==> config.mk <==
export PLATFORM = sky130hd
export DESIGN_NAME = dmem_responder_flat
export DESIGN_NICKNAME = d
export VERILOG_FILES = /design/src/rtl/dmem_pkg.sv /design/src/rtl/dmem_responder_if.sv /design/src/rtl/dmem_ram.sv /design/src/rtl/dmem_responder.sv /design/src/flat_wrapper.sv
export SDC_FILE = /design/constraint.sdc
export NUM_CORES = 2
export LEC_CHECK = 0
export CAP_MARGIN = 20
export CORE_UTILIZATION = 60
export CTS_BUF_LIST = sky130_fd_sc_hd__clkbuf_16
export DETAILED_ROUTE_END_ITERATION = 6
export PLACE_DENSITY = 0.77
export RECOVER_POWER = 100
export SYNTH_ARGS = -nofsm -noshare
export SYNTH_HDL_FRONTEND = slang
export SYNTH_SLANG_ARGS = --single-unit
==> constraint.sdc <==
create_clock -name clk -period 5.7 [get_ports clk]
set_input_delay 0.57 -clock clk [delete_from_list [all_inputs] [get_ports clk]]
set_output_delay 0.57 -clock clk [all_outputs]
set_load 0.02 [all_outputs]
==> src/rtl/dmem_pkg.sv <==
// Shared types and constants for the data-memory responder: FSM states, address regions,
// I/O register offsets and the fault read-back word.
package dmem_pkg;

    typedef enum logic [1:0] {
        IDLE,
        WAIT,
        RESP
    } state_e;

    typedef enum logic [1:0] {
        REG_RAM,
        REG_IO,
        REG_BAD
    } region_e;

    localparam logic [31:0] IO_LED_OFS = 32'd0;
    localparam logic [31:0] IO_SW_OFS  = 32'd4;
    localparam logic [31:0] IO_CNT_OFS = 32'd8;
    localparam logic [31:0] ERR_WORD   = 32'hDEAD_BEEF;

    // Misaligned addresses fault even when they fall inside RAM or the I/O window.
    function automatic region_e decode_region(
        input logic [31:0] adr,
        input int unsigned depth_words,
        input logic [31:0] io_base
    );
        region_e r;
        r = REG_BAD;
        if (adr[1:0] == 2'b00) begin
            if (adr < 32'(depth_words * 4)) begin
                r = REG_RAM;
            end else if ((adr == io_base + IO_LED_OFS) ||
                         (adr == io_base + IO_SW_OFS)  ||
                         (adr == io_base + IO_CNT_OFS)) begin
                r = REG_IO;
            end
        end
        return r;
    endfunction

endpackage

==> src/rtl/dmem_responder_if.sv <==
// CPU data-port bundle: address/data/strobes from the CPU, load data and ready/error back.
interface dmem_responder_if;

    logic [31:0] DataAdr;
    logic [31:0] WriteData;
    logic        MemWrite;
    logic        MemRead;
    logic [31:0] ReadData;
    logic        MemReady;
    logic        MemErr;

    modport master (
        output DataAdr, WriteData, MemWrite, MemRead,
        input  ReadData, MemReady, MemErr
    );

    modport slave (
        input  DataAdr, WriteData, MemWrite, MemRead,
        output ReadData, MemReady, MemErr
    );

endinterface

==> src/rtl/dmem_ram.sv <==
// Word-organised RAM with synchronous write and a registered read port; contents are not reset.
module dmem_ram #(
    parameter int unsigned DEPTH_WORDS = 64,
    localparam int unsigned AW = $clog2(DEPTH_WORDS)
) (
    input  logic          clk,
    input  logic          we,
    input  logic          re,
    input  logic [AW-1:0] idx,
    input  logic [31:0]   wdata,
    output logic [31:0]   rdata
);

    logic [31:0] mem [DEPTH_WORDS];
    logic [31:0] rdata_q;

    always_ff @(posedge clk) begin
        if (we) begin
            mem[idx] <= wdata;
        end
        if (re) begin
            rdata_q <= mem[idx];
        end
    end

    assign rdata = rdata_q;

endmodule

==> src/rtl/dmem_responder.sv <==
// Data-port slave serving a word RAM plus LED/switch/cycle-counter I/O with WAIT_STATES latency.
// Define DMEM_TRACE_EN to print one simulation line per response.
//   state | meaning
//   IDLE  | waiting for MemRead/MemWrite; request captured on the edge it is seen
//   WAIT  | counting down wait states on the latched request
//   RESP  | MemReady (and MemErr on fault) high for one cycle
module dmem_responder
    import dmem_pkg::*;
#(
    parameter int unsigned DEPTH_WORDS = 64,
    parameter int unsigned WAIT_STATES = 1,
    parameter logic [31:0] IO_BASE     = 32'h0000_0400
) (
    input  logic            clk,
    input  logic            reset,
    dmem_responder_if.slave bus,
    output logic [7:0]      io_out,
    input  logic [7:0]      io_in
);

    localparam int unsigned AW = $clog2(DEPTH_WORDS);

    state_e      state_q, state_d;
    logic [3:0]  wcnt_q, wcnt_d;
    logic [31:0] adr_q, adr_d;
    logic [31:0] wdata_q, wdata_d;
    logic        wr_q, wr_d;
    logic [31:0] rdata_q, rdata_d;
    logic        err_q, err_d;
    logic        sel_ram_q, sel_ram_d;
    logic [7:0]  led_q, led_d;
    logic [31:0] cyc_q, cyc_d;
    logic [7:0]  sync1_q, sync2_q;

    logic          req;
    logic          go_resp;
    logic [31:0]   eff_adr;
    logic [31:0]   eff_wdata;
    logic          eff_wr;
    logic [31:0]   io_ofs;
    region_e       eff_reg;
    logic          ram_we;
    logic          ram_re;
    logic [AW-1:0] ram_idx;
    logic [31:0]   ram_rdata;

    // With zero wait states the response is committed on the capture edge itself, so decode
    // looks at the live bus in IDLE and at the latched request otherwise.
    always_comb begin
        req = bus.MemWrite | bus.MemRead;
        if (state_q == IDLE) begin
            eff_adr   = bus.DataAdr;
            eff_wdata = bus.WriteData;
            eff_wr    = bus.MemWrite;
        end else begin
            eff_adr   = adr_q;
            eff_wdata = wdata_q;
            eff_wr    = wr_q;
        end
        eff_reg = decode_region(eff_adr, DEPTH_WORDS, IO_BASE);
        io_ofs  = eff_adr - IO_BASE;
        ram_idx = eff_adr[AW+1:2];
    end

    always_comb begin
        state_d = state_q;
        wcnt_d  = wcnt_q;
        adr_d   = adr_q;
        wdata_d = wdata_q;
        wr_d    = wr_q;
        go_resp = 1'b0;
        case (state_q)
            IDLE: begin
                if (req) begin
                    adr_d   = bus.DataAdr;
                    wdata_d = bus.WriteData;
                    wr_d    = bus.MemWrite;
                    if (WAIT_STATES == 0) begin
                        state_d = RESP;
                        go_resp = 1'b1;
                    end else begin
                        state_d = WAIT;
                        wcnt_d  = 4'(WAIT_STATES - 1);
                    end
                end
            end
            WAIT: begin
                if (wcnt_q == 4'd0) begin
                    state_d = RESP;
                    go_resp = 1'b1;
                end else begin
                    wcnt_d = wcnt_q - 4'd1;
                end
            end
            RESP: begin
                state_d = IDLE;
            end
            default: begin
                state_d = IDLE;
            end
        endcase
    end

    always_comb begin
        ram_we    = go_resp && eff_wr && (eff_reg == REG_RAM);
        ram_re    = go_resp && !eff_wr && (eff_reg == REG_RAM);
        led_d     = led_q;
        rdata_d   = rdata_q;
        err_d     = err_q;
        sel_ram_d = sel_ram_q;
        cyc_d     = cyc_q + 32'd1;
        if (go_resp) begin
            err_d     = (eff_reg == REG_BAD);
            sel_ram_d = (eff_reg == REG_RAM) && !eff_wr;
            rdata_d   = '0;
            case (eff_reg)
                REG_BAD: begin
                    rdata_d = ERR_WORD;
                end
                REG_IO: begin
                    if (io_ofs == IO_LED_OFS) begin
                        if (eff_wr) begin
                            led_d = eff_wdata[7:0];
                        end else begin
                            rdata_d = {24'h0, led_q};
                        end
                    end else if (io_ofs == IO_SW_OFS) begin
                        if (!eff_wr) begin
                            rdata_d = {24'h0, sync2_q};
                        end
                    end else if (!eff_wr) begin
                        rdata_d = cyc_q;
                    end
                end
                default: begin
                    rdata_d = '0;
                end
            endcase
        end
    end

    always_ff @(posedge clk or negedge reset) begin
        if (!reset) begin
            state_q   <= IDLE;
            wcnt_q    <= '0;
            adr_q     <= '0;
            wdata_q   <= '0;
            wr_q      <= 1'b0;
            rdata_q   <= '0;
            err_q     <= 1'b0;
            sel_ram_q <= 1'b0;
            led_q     <= '0;
            cyc_q     <= '0;
            sync1_q   <= '0;
            sync2_q   <= '0;
        end else begin
            state_q   <= state_d;
            wcnt_q    <= wcnt_d;
            adr_q     <= adr_d;
            wdata_q   <= wdata_d;
            wr_q      <= wr_d;
            rdata_q   <= rdata_d;
            err_q     <= err_d;
            sel_ram_q <= sel_ram_d;
            led_q     <= led_d;
            cyc_q     <= cyc_d;
            sync1_q   <= io_in;
            sync2_q   <= sync1_q;
        end
    end

    dmem_ram #(.DEPTH_WORDS(DEPTH_WORDS)) u_ram (
        .clk   (clk),
        .we    (ram_we),
        .re    (ram_re),
        .idx   (ram_idx),
        .wdata (eff_wdata),
        .rdata (ram_rdata)
    );

    // RAM loads come straight from the RAM's own output register, which only reloads on RAM reads.
    assign bus.ReadData = sel_ram_q ? ram_rdata : rdata_q;
    assign bus.MemReady = (state_q == RESP);
    assign bus.MemErr   = (state_q == RESP) && err_q;
    assign io_out       = led_q;

`ifdef DMEM_TRACE_EN
    always @(posedge clk) begin
        if (state_q == RESP) begin
            $display("%0t dmem %s adr=%h data=%h err=%0d", $time, wr_q ? "W" : "R",
                     adr_q, wr_q ? wdata_q : bus.ReadData, err_q);
        end
    end
`else
`endif

endmodule

==> src/flat_wrapper.sv <==
// flat-port wrapper written by rule: the top's interface ports become plain ports
module dmem_responder_flat import dmem_pkg::*;
#(
    parameter int unsigned DEPTH_WORDS = 64,
    parameter int unsigned WAIT_STATES = 1,
    parameter logic [31:0] IO_BASE     = 32'h0000_0400
)
  (clk, reset, io_out, io_in, bus_DataAdr, bus_WriteData, bus_MemWrite, bus_MemRead, bus_ReadData, bus_MemReady, bus_MemErr);
  dmem_responder_if bus_i ();
  input  logic clk;
  input  logic reset;
  output logic [7:0] io_out;
  input  logic [7:0] io_in;
  input wire logic [$bits(bus_i.DataAdr)-1:0] bus_DataAdr;
  input wire logic [$bits(bus_i.WriteData)-1:0] bus_WriteData;
  input wire logic [$bits(bus_i.MemWrite)-1:0] bus_MemWrite;
  input wire logic [$bits(bus_i.MemRead)-1:0] bus_MemRead;
  output wire logic [$bits(bus_i.ReadData)-1:0] bus_ReadData;
  output wire logic [$bits(bus_i.MemReady)-1:0] bus_MemReady;
  output wire logic [$bits(bus_i.MemErr)-1:0] bus_MemErr;
  assign bus_i.DataAdr = bus_DataAdr;
  assign bus_i.WriteData = bus_WriteData;
  assign bus_i.MemWrite = bus_MemWrite;
  assign bus_i.MemRead = bus_MemRead;
  assign bus_ReadData = bus_i.ReadData;
  assign bus_MemReady = bus_i.MemReady;
  assign bus_MemErr = bus_i.MemErr;
  dmem_responder #(.DEPTH_WORDS(DEPTH_WORDS), .WAIT_STATES(WAIT_STATES), .IO_BASE(IO_BASE)) u_core (.clk(clk), .reset(reset), .bus(bus_i), .io_out(io_out), .io_in(io_in));
endmodule
==> metrics.cfg <==
[outcome]
status = complete, but fails checks
violations = DRC, capacitance limit, slew limit

[detailed_routing]
wl_per_cell_microns = 32.44
wirelength_mm = 235.0
drc_errors = 2
vias = 51094
drtIter0Drc = 7944
drt_pre_antenna_iters = 7
vias_per_cell = 7.054
drtAntennaViolNets = 0

[cells_and_area]
drive_gt1_frac = 0.1192
syn2layout_area_growth_pct = 12.82
register_area_sq_um = 66490
final_cells = 7243
nNetsFinal = 5273
num-fill-cells = 8625
multiInputGateArea_sq_um = 16660

[global_route]
grt_pass1_vias = 48829
antenna_found_initial = 16
grt_pass1_wl_mm = 334.0
grt.total_usage = 0.3275
grt_remaining_overflow = 0
grt_max_degree = 123

[yosys]
synth_edf_count = 2080
yosys_warnings = 0
yosys-top-cells-count = edfxtp_1 (2080), a22oi_1 (897), nand3_1 (410)
synthFlopType = edfxtp_1
synth_top_area_cell = edfxtp_1
yosysMostFrequentCell = edfxtp_1
synth_top_cell_area_share = 0.7410
syn_inst = 5016
synth_nets = 5097
postSynthAreaPerCell_sq_um = 16.80
syn_area_sq_um = 84290
synth-seq-cells = 2241
synth_area_leaders = edfxtp_1 (74%), a22oi_1 (8.0%), dfrtp_1 (4.8%)
async_reset_ff_frac = 0.07184
synthDistinctLibCells = 64
synth_seq_area_share = 0.7888

[sta]
rsz0062_at_grt = no
fin_crit_ns = 5.306
finalSetupViolCount = 0
relSlewSlack = -1.458
fin_worst_skew_ns = 0.03349
hold_viol_final = 0
worst-slew-pin-transition_ns = 3.688
timing.setup.tns_ns = 0
slew_violations = 2145
fmax_ghz = 0.1885
finalCritPeriodShare = 0.9308

[placed_design]
hpwl_mm = 137.2
gp_congestion = 0.9512
post-place-cells = 6857
io_buffers = 117

[power_and_ir_drop]
ir_drop_uv = 671.9
cellPowerDensity_nw_per_um2 = 585.9
p_leak_nw = 30.73

[floorplan]
initial_utilization = 0.6048
ios = 118
coreArea_sq_um = 139400
die_y_microns = 376.8
rows = 137
dieWidth_microns = 376.8
dieArea_sq_um = 142000

[worst_setup_path]
crit_fanout = 27
crit_arrival_ns = 5.84
crit_buf_inv = 3
worst_path_most_repeated_cell = nand3_1
worstPathCellList = nor2_1 > buf_4 > o21ai_2 > buf_12 > clkbuf_1 > a22oi_1 > nand3_1 > nand3_1 > a21oi_1 > o21ai_0 > o311ai_0
cpMaxStageDelayCell = o21ai_2
max_stage_delay_ns = 1.17
crit_type = reg -> reg
worstPathRequired_ns = 6.24
start_kind = flip-flop
cp-end-kind = flip-flop
cp_top_family = compound AO/OA/AOI/OAI gates

[clock_tree]
cts_buffers = 206
insertion_delay_ns = 0.86
cts_tree = yes
clkSinkCount = 2241
ctsResizeCount = 0
htreeDepth = 4
cts_root_buffer = clkbuf_16
clock_path_buffers = 3
path_clk_slew_ns = 0.06

[flow_run]
max-cap-violations = 42

[min_path]
min_path_type = in -> reg

[worst register-to-register path: cells and delay by family (launching register included)]
kind                   cells  cell delay [ns]
AOI/OAI and AO/OA          5             2.59
buffers and inverters      3             1.23
and+or+nand+nor            3             0.62
DFF                        1             0.56
[registers in the layout (all words and copies together) (netlist names), 8 cells and up]
name	flops
u_core.sync1_q	8
u_core.wdata_q	32
u_core.adr_q	32
u_core.u_ram.rdata	32
u_core.io_out	8
u_core.rdata_q	32
u_core.cyc_q	32
u_core.sync2_q	8
u_core.u_ram.mem	2048
[area by class of cell]
class	count	area share
inverters	9	0.0003553
multi-input cells	2402	0.1752
repair buffers	332	0.03284
clock buffers	208	0.05474
clock inverters	170	0.01280
well taps	1876	0.02468
diodes	5	0.0001316
flip-flops and latches	2241	0.6992
[per-stage QoR]
stage | power, mW | util | hold WS (ns) | worst slack (ns) | instance area [sq um]
3_5_place_dp | 41.95 | 0.6398 | 0.3347 | 0.5747 | 89160
4_1_cts | 54.95 | 0.6859 | 0.1461 | 0.8254 | 95590
3_3_place_gp | 41.49 | 0.6398 | 0.3351 | 0.5790 | 89160
6_report | 55.71 | 0.6823 | 0.2914 | 0.3943 | 95090
2_1_floorplan | 32.60 | - | 0.2744 | 1.022 | 84290
5_1_grt | 56.88 | 0.6823 | 0.2716 | 0.2986 | 95080
[per-layer routing]
metal | vias to the layer above | track usage | part of all wire
li1 | 20994 | - | -
met1 | 25494 | 0.4292 | 0.35
met2 | 3898 | 0.5126 | 0.47
met3 | 688 | 0.07621 | 0.12
met4 | 20 | 0.1762 | 0.061
met5 | - | 0 | 0.00060
[repair_timing]
action,4_1_cts,5_1_grt
setup buffers,0,0
hold buffers,1,0
setup endpoints to repair,0,0
hold endpoints to repair,106,0
[where the power goes]
| part | switching [mW] | internal, mW |
|---|---|---|
| Sequential | 0.280 | 22.1 |
| Combinational | 15.2 | 4.91 |
| Clock | 5.94 | 7.25 |
[layout by cell type, fill, tap and decap left out, types with 9 or more instances in the layout]
master / instances
inv_1: 58
clkdlybuf4s50_1: 68
a21oi_1: 56
buf_12: 40
edfxtp_1: 2080
dfrtp_1: 161
clkinv_2: 32
mux2i_1: 9
o21ai_0: 81
buf_4: 112
nor4_1: 43
xnor2_1: 24
nand2_1: 177
clkbuf_2: 31
a221oi_1: 64
a221o_1: 82
nand3_1: 410
and3_1: 101
clkbuf_1: 28
nor3_1: 10
dlygate4sd3_1: 49
a31oi_1: 32
o311ai_1: 10
mux2_2: 103
a22oi_1: 897
bufinv_16: 14
clkbuf_16: 208
clkinv_1: 48
nor2_4: 44
nor2_1: 66
a311oi_1: 62
o311ai_0: 21
xor2_1: 11
[cells by family (layout without fill, tap and decap cells)]
| family | count (synthesis) | count (layout) | synth area share |
|---|---|---|---|
| xor+xnor | 35 | 35 | 0.003637 |
| compound gates | 1345 | 1345 | 0.1204 |
| fa+ha+maj | 5 | 5 | 0.0007422 |
| buf+inv | 373 | 719 | 0.01860 |
| flops | 2241 | 2241 | 0.7888 |
| other cells | 0 | 5 | 0 |
| simple gates | 900 | 900 | 0.05227 |
| mux | 117 | 117 | 0.01547 |
[final timing paths]
path	from	endpoint	slack, ns	cells after the start
hold / removal	io_in[5]	u_core.sync1_q[5]	0.29	1
setup reg to reg	u_core.state_q[1]	u_core.u_ram.rdata[19]	0.39	11
min in group asynchronous	reset	u_core.wcnt_q[1]	1.07	2
max in group asynchronous	reset	u_core.wdata_q[13]	2.09	3
setup / recovery	u_core.state_q[1]	u_core.u_ram.rdata[19]	0.39	11
hold reg to reg	u_core.sync1_q[6]	u_core.sync2_q[6]	0.35	0
Note: power is estimated with default switching activity, not from simulation.
